===== src/rtl/irda_pkg.sv =====
// Shared IrDA framing constants, transmitter state encoding and parity helper.
package irda_pkg;

    localparam int unsigned DATA_BITS  = 7;
    localparam int unsigned FRAME_BITS = 10;
    localparam logic        START_BIT  = 1'b0;
    localparam logic        STOP_BIT   = 1'b1;

    typedef enum logic [2:0] {
        IDLE,
        START,
        DATA,
        PARITY,
        STOP
    } tx_state_t;

    // Odd parity: XOR of data bits and the returned bit is 1.
    function automatic logic odd_parity(input logic [DATA_BITS-1:0] d);
        return ~^d;
    endfunction

endpackage


===== src/rtl/irda_frame_tx_bit_timer.sv =====
// Bit-period timer; pulse_window and bit_end_next describe the count of the
// following cycle so the caller can register outputs aligned with it.
module irda_bit_timer #(
    parameter int unsigned CLKS_PER_BIT    = 16,
    parameter int unsigned IRDA_PULSE_CLKS = 3
) (
    input  logic clk,
    input  logic rst,
    input  logic run,
    output logic bit_end,
    output logic bit_end_next,
    output logic pulse_window
);

    localparam int unsigned CW = (CLKS_PER_BIT > 2) ? $clog2(CLKS_PER_BIT) : 1;

    logic [CW-1:0] count;
    logic [CW-1:0] count_next;

    always_comb begin
        bit_end      = run && (count == CW'(CLKS_PER_BIT - 1));
        count_next   = (!run || bit_end) ? '0 : count + CW'(1);
        bit_end_next = (count_next == CW'(CLKS_PER_BIT - 1));
        pulse_window = (count_next < CW'(IRDA_PULSE_CLKS));
    end

    always_ff @(posedge clk or posedge rst) begin
        if (rst) begin
            count <= '0;
        end else begin
            count <= count_next;
        end
    end

endmodule


===== src/rtl/irda_frame_tx.sv =====
// IrDA transmit framer: start, 7 data bits LSB-first, odd parity, stop,
// driven as NRZ on txd and as RZI pulses on ir_tx.
module irda_frame_tx
    import irda_pkg::*;
#(
    parameter int unsigned CLKS_PER_BIT    = 16,
    parameter int unsigned IRDA_PULSE_CLKS = 3
) (
    input  logic                 clk,
    input  logic                 rst,
    input  logic [DATA_BITS-1:0] tx_data,
    input  logic                 tx_valid,
    output logic                 tx_ready,
    output logic                 txd,
    output logic                 ir_tx,
    output logic                 busy,
    output logic                 frame_done
);

    localparam int unsigned SHIFT_W = FRAME_BITS - 1;
    localparam int unsigned IDX_W   = $clog2(DATA_BITS);

    if (CLKS_PER_BIT < 2 || IRDA_PULSE_CLKS < 1 || IRDA_PULSE_CLKS >= CLKS_PER_BIT) begin : g_param_check
        $error("irda_frame_tx: illegal CLKS_PER_BIT / IRDA_PULSE_CLKS combination");
    end

    tx_state_t          state;
    logic [SHIFT_W-1:0] shift;
    logic [IDX_W-1:0]   bit_idx;
    logic               bit_end;
    logic               bit_end_next;
    logic               pulse_window;

    assign tx_ready = (state == IDLE);

    irda_bit_timer #(
        .CLKS_PER_BIT    (CLKS_PER_BIT),
        .IRDA_PULSE_CLKS (IRDA_PULSE_CLKS)
    ) u_bit_timer (
        .clk          (clk),
        .rst          (rst),
        .run          (state != IDLE),
        .bit_end      (bit_end),
        .bit_end_next (bit_end_next),
        .pulse_window (pulse_window)
    );

    // Registered outputs are loaded with the value of the upcoming cycle.
    always_ff @(posedge clk or posedge rst) begin
        if (rst) begin
            state      <= IDLE;
            shift      <= '0;
            bit_idx    <= '0;
            txd        <= STOP_BIT;
            ir_tx      <= 1'b0;
            busy       <= 1'b0;
            frame_done <= 1'b0;
        end else begin
            frame_done <= (state == STOP) && bit_end_next;
            case (state)
                IDLE: begin
                    txd   <= STOP_BIT;
                    ir_tx <= 1'b0;
                    if (tx_valid) begin
                        shift   <= {STOP_BIT, odd_parity(tx_data), tx_data};
                        bit_idx <= '0;
                        state   <= START;
                        busy    <= 1'b1;
                        txd     <= START_BIT;
                        ir_tx   <= pulse_window;
                    end
                end
                default: begin
                    if (bit_end) begin
                        txd   <= shift[0];
                        ir_tx <= ~shift[0] & pulse_window;
                        shift <= {STOP_BIT, shift[SHIFT_W-1:1]};
                        case (state)
                            START: state <= DATA;
                            DATA: begin
                                bit_idx <= bit_idx + IDX_W'(1);
                                if (bit_idx == IDX_W'(DATA_BITS - 1)) begin
                                    state <= PARITY;
                                end
                            end
                            PARITY: state <= STOP;
                            default: begin
                                state <= IDLE;
                                busy  <= 1'b0;
                                txd   <= STOP_BIT;
                                ir_tx <= 1'b0;
                            end
                        endcase
                    end else begin
                        ir_tx <= ~txd & pulse_window;
                    end
                end
            endcase
        end
    end

endmodule


===== config.mk =====
export PLATFORM = sky130hd
export DESIGN_NAME = irda_frame_tx
export DESIGN_NICKNAME = d
export VERILOG_FILES = /design/src/rtl/irda_pkg.sv /design/src/rtl/irda_frame_tx_bit_timer.sv /design/src/rtl/irda_frame_tx.sv
export SDC_FILE = /design/constraint.sdc
export NUM_CORES = 1
export LEC_CHECK = 0
export CAP_MARGIN = 40
export CORE_MARGIN = 3
export CORE_UTILIZATION = 39
export DETAILED_ROUTE_END_ITERATION = 8
export PLACE_DENSITY = 0.57
export SETUP_SLACK_MARGIN = 0.5
export SLEW_MARGIN = 20
export SYNTH_ARGS = -nofsm -noshare
export SYNTH_HDL_FRONTEND = slang
export SYNTH_SLANG_ARGS = --single-unit

===== constraint.sdc =====
create_clock -name clk -period 2.5 [get_ports clk]
set_clock_uncertainty 0.15 [all_clocks]
set_input_delay 0.25 -clock clk [delete_from_list [all_inputs] [get_ports clk]]
set_output_delay 0.25 -clock clk [all_outputs]
set_load 0.1 [all_outputs]

==> summary.txt, run 1 <==
RSZ-0062 raised after global routing - false
CP Data Required Time - 2.10 ns
Crit path setup slack, layout - 0.560 ns
Slew Limit Headroom - 0.657
CP arrival - 1.54 ns
Via Count - 834
Final setup viols - 0
Gr usage total - 0.131
Sink Count - 23
Most frequent cells in the layout - dfrtp_1 (19), nand2_1 (14), buf_4 (10)
DR iter-0 viols - 27
Die Y - 61.0 microns
Synth Register Bits - 23
Synthesized cell area - 1180 sq um
Vias in the first global route - 794
Sw Ratio - 0.425
Clock Tree Root - clkbuf_4
CP Class - register to output pin
Critical-path top delay cell - or3_4
Max VDD drop - 0.445 mV
# DRC - 0
Syn avg cell area - 11.0 sq um
Pre-CTS setup slack - 0.534 ns
Initial core utilization - 0.418
Cells after Synth - 107
HP Class - primary input to async pin
Per-cell routed wire length - 13.9 microns
Sequential Power Share - 0.383
WP buf/inv - 2
Clock buffer depth - 2
Layout area overhead - 21.8%
Yosys cell types - 35
Final Instance Count excl. Fillers - 159
Clk_lat worst skew - 0.31 ns
Crit path cell chain - or3_4 > inv_8 > buf_12
Status - completed
Post-synth EDFFs - 0
Routed Antenna Nets - 0
Final period utilization - 0.776
Initial antenna violation count - 0
Worst slew pin tran - 0.513 ns
Horiz. Die Dim - 61.0 microns
Critical Path Max Stage Delay - 0.46 ns
H-tree levels - 1
# IOs - 15
Share of cells above drive strength 1 - 0.273
Fin nets - 142
Min Tclk post-route - 1.94 ns
Fin Setup TNS - 0 ns
Diodes inserted - 0
Row Count - 19
Comb power frac - 0.497
Ys async rst share - 1.00
FMAX - 0.515 GHz
CP max FO - 13
First-pass GRT wire length - 3610 microns
Synth warnings - 0
Placed cells - 149
Pin count of the biggest net entering global routing - 24
Core footprint - 2830 sq um
Final Hold Viols - 0
GRT overflow - 0
Hold_buf cts - 0
Post-synthesis sequential area ratio - 0.488
Synth Flop Type - dfrtp_1
Fillcell total - 247
Clk slew on worst S/H paths - 0.13 ns
Leak Pwr - 0.641 nW
CTS tree - built
Routability cong. - 0.751
PortBufs - 14
Capturing element type of the critical path - output pin
Num CTS Buffers - 3
Setup crit start kind - register
Psw - 0.000602 W
Die ar. - 3720 sq um
CP delay by family, top - simple AND/OR/NAND/NOR gates
Length of the first detailed-routing pass in iterations - 7
Most common cell after layout, fill and taps aside - dfrtp_1
Pwr/cell area - 984 nW/um^2
Via density - 5.25
Pins Over Slew Limit - 0
DP Wirelength - 1520 microns
Clock power frac - 0.119
Max-capacitance violation count - 0
Post-Syn Nets - 120
DRT Wirelength - 2200 microns
Internal power - 0.000814 W
-- stage by stage --
step                hold WS [ns]  power (W)   util  area, sq um
floorplan                  0.101    0.00106      -         1180
global placement           0.306    0.00118  0.470         1330
detailed placement         0.304    0.00119  0.470         1330
CTS                        0.110    0.00138  0.487         1380
global route               0.107    0.00152  0.509         1440
finish                     0.102    0.00142  0.509         1440
-- flip-flops by register name, summed over array words and instances (netlist names) --
signal             flops
txd                    1
busy                   1
shift                  9
bit_idx                3
u_bit_timer.count      4
state                  3
frame_done             1
ir_tx                  1
-- timing repair --
item / 4_1_cts / 5_1_grt
buffers inserted: 1 / 5
endpoints found under the setup margin: 1 / 13
pin swaps: 0 / 1
resized for setup: 6 / 3
-- Yosys cell counts (all sizes together), types with 2 or more instances --
library cell	n	share of area
dfrtp	22	0.47
nand2	14	0.044
o21ai	13	0.055
mux2i	7	0.059
xnor2	5	0.037
nand3	4	0.017
nor2	4	0.013
nor3	4	0.026
a21oi	3	0.022
and3	3	0.021
buf	3	0.029
ha	3	0.032
inv	3	0.0095
xor2	3	0.022
nand2b	2	0.011
nor4	2	0.016
-- worst reg2reg max path: stages, from the launching register on --
cell     delay [ns]
dfrtp_1        0.49
ha_1           0.27
and3_2         0.35
a21oi_4        0.10
buf_12         0.17
a21oi_1        0.14
o21ai_1        0.08
-- cells by family after synthesis --
| group | synth area share |
|---|---|
| XOR/XNOR | 0.0593 |
| AO/OA/AOI/OAI | 0.117 |
| multiplexers | 0.0593 |
| AND/OR/NAND/NOR | 0.203 |
| adder cells (fa/ha/maj) | 0.0318 |
| flip-flops | 0.488 |
| buffers and inverters | 0.0413 |
-- power by group through the flow --
stage | Combinational (W) | Sequential (W) | Clock (W)
after global routing | 0.000766 | 0.000562 | 0.000195
after CTS | 0.000645 | 0.000555 | 0.000176
final | 0.000704 | 0.000543 | 0.000169
after global placement | 0.000624 | 0.000558 | 0
after floorplan | 0.000418 | 0.000643 | 0
after detailed placement | 0.000631 | 0.000559 | 0
-- final cells by class --
cell class	count	area (sq um)	share of cell area
Clock inverter	1	5.00	0.00348
Inverter	3	18.8	0.0130
Timing Repair Buffer	21	205	0.143
Clock buffer	3	22.5	0.0157
Tap cell	31	38.8	0.0270
Sequential cell	23	581	0.403
Multi-Input combinational cell	77	568	0.395
-- path summary, 6_finish.rpt --
| kind | from | end | slack [ns] | cells after the start |
|---|---|---|---|---|
| max | state[1] | tx_ready | 0.56 | 3 |
| min | rst | u_bit_timer.count[0] | 0.10 | 3 |
| max reg2reg | u_bit_timer.count[0] | shift[7] | 0.64 | 6 |
| min reg2reg | shift[8] | shift[8] | 0.33 | 1 |
| max in group asynchronous | rst | txd | 1.82 | 3 |
| min in group clk | shift[8] | shift[8] | 0.33 | 1 |
-- layer usage --
| metal | vias up | part of all wire | global-route usage |
|---|---|---|---|
| met5 | - | 0 | 0 |
| met4 | 0 | 0.0082 | 0.0279 |
| met3 | 2 | 0.042 | 0.0440 |
| met2 | 17 | 0.46 | 0.201 |
| met1 | 395 | 0.49 | 0.179 |
| li1 | 420 | - | - |
Note: power is estimated with default switching activity, not from simulation.
==> run 2: changes to the inputs <==
==> constraint.sdc (replaced) <==
create_clock -name clk -period 1.87 [get_ports clk]
set_clock_uncertainty 0.15 [all_clocks]
set_input_delay 0.187 -clock clk [delete_from_list [all_inputs] [get_ports clk]]
set_output_delay 0.187 -clock clk [all_outputs]
set_load 0.1 [all_outputs]
==> run 2 against run 1 <==
First-iteration DRC count shrank 26%. Sequential share of layout area shrank 3.6 points. Via count up 6.2%. Global-route usage increased by 2.4 points. Wire length increased by 12%. Utilization rose by 4.7 points. Largest cell class is now multi-input combinational cells. Largest power group unchanged.
==> summary.txt, run 2 (same netlist as run 1, synthesis figures left out) <==
# DRC - 0 (unchanged)
WP buf/inv - 2 (unchanged)
CP delay by family, top - simple AND/OR/NAND/NOR gates
Final setup viols - 0 (unchanged)
Clk slew on worst S/H paths - 0.13 ns (about the same)
Max reg flops - 9 (unchanged)
Routability cong. - 0.772 (+2.8%)
Die Y - 61.0 microns (unchanged)
Vias in the first global route - 902 (+14%)
DRT Wirelength - 2460 microns (+12%)
Critical Path Max Stage Delay - 0.44 ns (-0.02 ns)
Sw Ratio - 0.416 (-0.00949)
Max-capacitance violation count - 0 (unchanged)
CTS tree - built
Clock buffer depth - 2 (unchanged)
Tot Pwr - 0.00206 W (+46%)
Most frequent cells in the layout - dfrtp_1 (21), buf_4 (18), nand2_1 (14)
CP Class - register to output pin
GRT overflow - 0 (unchanged)
Fin nets - 153 (+7.7%)
Clock Tree Root - clkbuf_4
Psw - 0.000858 W (+43%)
Initial core utilization - 0.418 (unchanged)
Min Tclk post-route - 1.74 ns
Via density - 5.21 (-0.64%)
Horiz. Die Dim - 61.0 microns (unchanged)
Clock power frac - 0.112 (-0.007)
CP Data Required Time - 1.53 ns (-0.57 ns)
Setup crit start kind - register
RSZ-0062 raised after global routing - true
Layout Utilization - 0.556 (+0.0473)
Initial antenna violation count - 0 (unchanged)
Routed Antenna Nets - 0 (unchanged)
Max VDD drop - 0.454 mV (+2.0%)
Worst slew pin tran - 0.344 ns (-0.169 ns)
Top Registers - shift x9, u_bit_timer.count x4
Leak Pwr - 0.703 nW (+9.8%)
Clk_lat worst skew - 0.30 ns (about the same)
Row Count - 19 (unchanged)
Slew Limit Headroom - 0.769 (+0.112)
Die ar. - 3720 sq um (unchanged)
Crit path setup slack, layout - 0.126 ns (-0.434 ns)
HP Class - primary input to async pin
Pins Over Slew Limit - 0 (unchanged)
Gr usage total - 0.155 (+0.0240)
Length of the first detailed-routing pass in iterations - 4 (-3)
Core footprint - 2830 sq um (unchanged)
Pwr/cell area - 1310 nW/um^2 (+33%)
Layout area overhead - 33.2%
Top reg by flops - shift
DP Wirelength - 1770 microns (+16%)
Via Count - 886 (+6.2%)
Critical-path top delay cell - or3_4
Capturing element type of the critical path - output pin
# IOs - 15 (unchanged)
Internal power - 0.00121 W (+48%)
Most common cell after layout, fill and taps aside - dfrtp_1
First-pass GRT wire length - 4190 microns (+16%)
Crit path cell chain - or3_4 > inv_8 > buf_12
Final Hold Viols - 0 (unchanged)
Sequential Power Share - 0.350 (-0.033)
Sink Count - 23 (unchanged)
Pre-CTS setup slack - 0.147 ns (-0.387 ns)
Diodes inserted - 0 (unchanged)
Final period utilization - 0.933
FMAX - 0.573 GHz
H-tree levels - 1 (unchanged)
CP max FO - 4 (-9)
Num CTS Buffers - 3 (unchanged)
CP arrival - 1.41 ns (-0.13 ns)
Status - completed
Pin count of the biggest net entering global routing - 24 (unchanged)
PortBufs - 14 (unchanged)
Hold_buf cts - 0 (unchanged)
Comb power frac - 0.538 (+0.041)
Per-cell routed wire length - 14.5 microns (+4.5%)
Hold slack - 0.0605 ns (-0.0411 ns)
Fin Setup TNS - 0 ns (unchanged)
Share of cells above drive strength 1 - 0.331 (+0.0575)
DR iter-0 viols - 20 (-26%)
-- run 2: cell count changes in the layout (fill, tap and decap cells not counted), sizes merged --
cell | previous run | this run
buf | 12 | 23
clkbuf | 3 | 4
clkinv | 1 | 0
-- run 2: area by class of cell --
type / instances / area [sq um]
fillers: 244 / 1260
multi-input cells: 77 / 603
flip-flops and latches: 23 / 578
repair buffers: 32 / 308
well taps: 31 / 38.8
clock buffers: 4 / 26.3
inverters: 3 / 18.8
-- run 2: through the flow --
step / std cells / instance area (sq um)
after global placement: 157 / 1430
final: 170 / 1570
after floorplan: 107 / 1220
after global routing: 170 / 1570
after detailed placement: 157 / 1430
after CTS: 167 / 1530
-- run 2: tightest hold or removal path, cell delays in order --
cell	delay [ns]
clkdlybuf4s50_1	0.40
inv_1	0.05
buf_4	0.29
-- run 2: repair_timing --
action | 4_1_cts | 5_1_grt
gates resized for setup | 5 | 6
setup buffers | 6 | 3
pin swaps | 3 | 0
endpoints found under the setup margin | 23 | 24
-- run 2: final timing paths --
path                            startpoint       end  slack (ns)  cells past startpoint
worst max-delay path              state[0]  tx_ready        0.13                      3
worst min-delay path                   rst  shift[3]        0.06                      3
worst max register to register    state[0]     ir_tx        0.19                      5
worst min register to register    shift[8]  shift[8]        0.33                      1
max in group asynchronous              rst       txd        1.22                      3
min in group clk                  shift[8]  shift[8]        0.33                      1
-- run 2: power groups by stage --
stage | clock network, W | logic (W) | registers, W
floorplan | 0 | 0.000597 | 0.000862
global placement | 0 | 0.000978 | 0.000724
detailed placement | 0 | 0.000990 | 0.000727
CTS | 0.000237 | 0.00110 | 0.000722
global route | 0.000261 | 0.00120 | 0.000738
finish | 0.000231 | 0.00111 | 0.000723
-- run 2: per-layer routing --
metal	vias to the layer above	global-route usage	part of all wire
met1	432	0.208	0.47
met4	0	0.0557	0.0065
met5	-	0	0
met2	11	0.251	0.49
li1	441	-	-
met3	2	0.0252	0.026
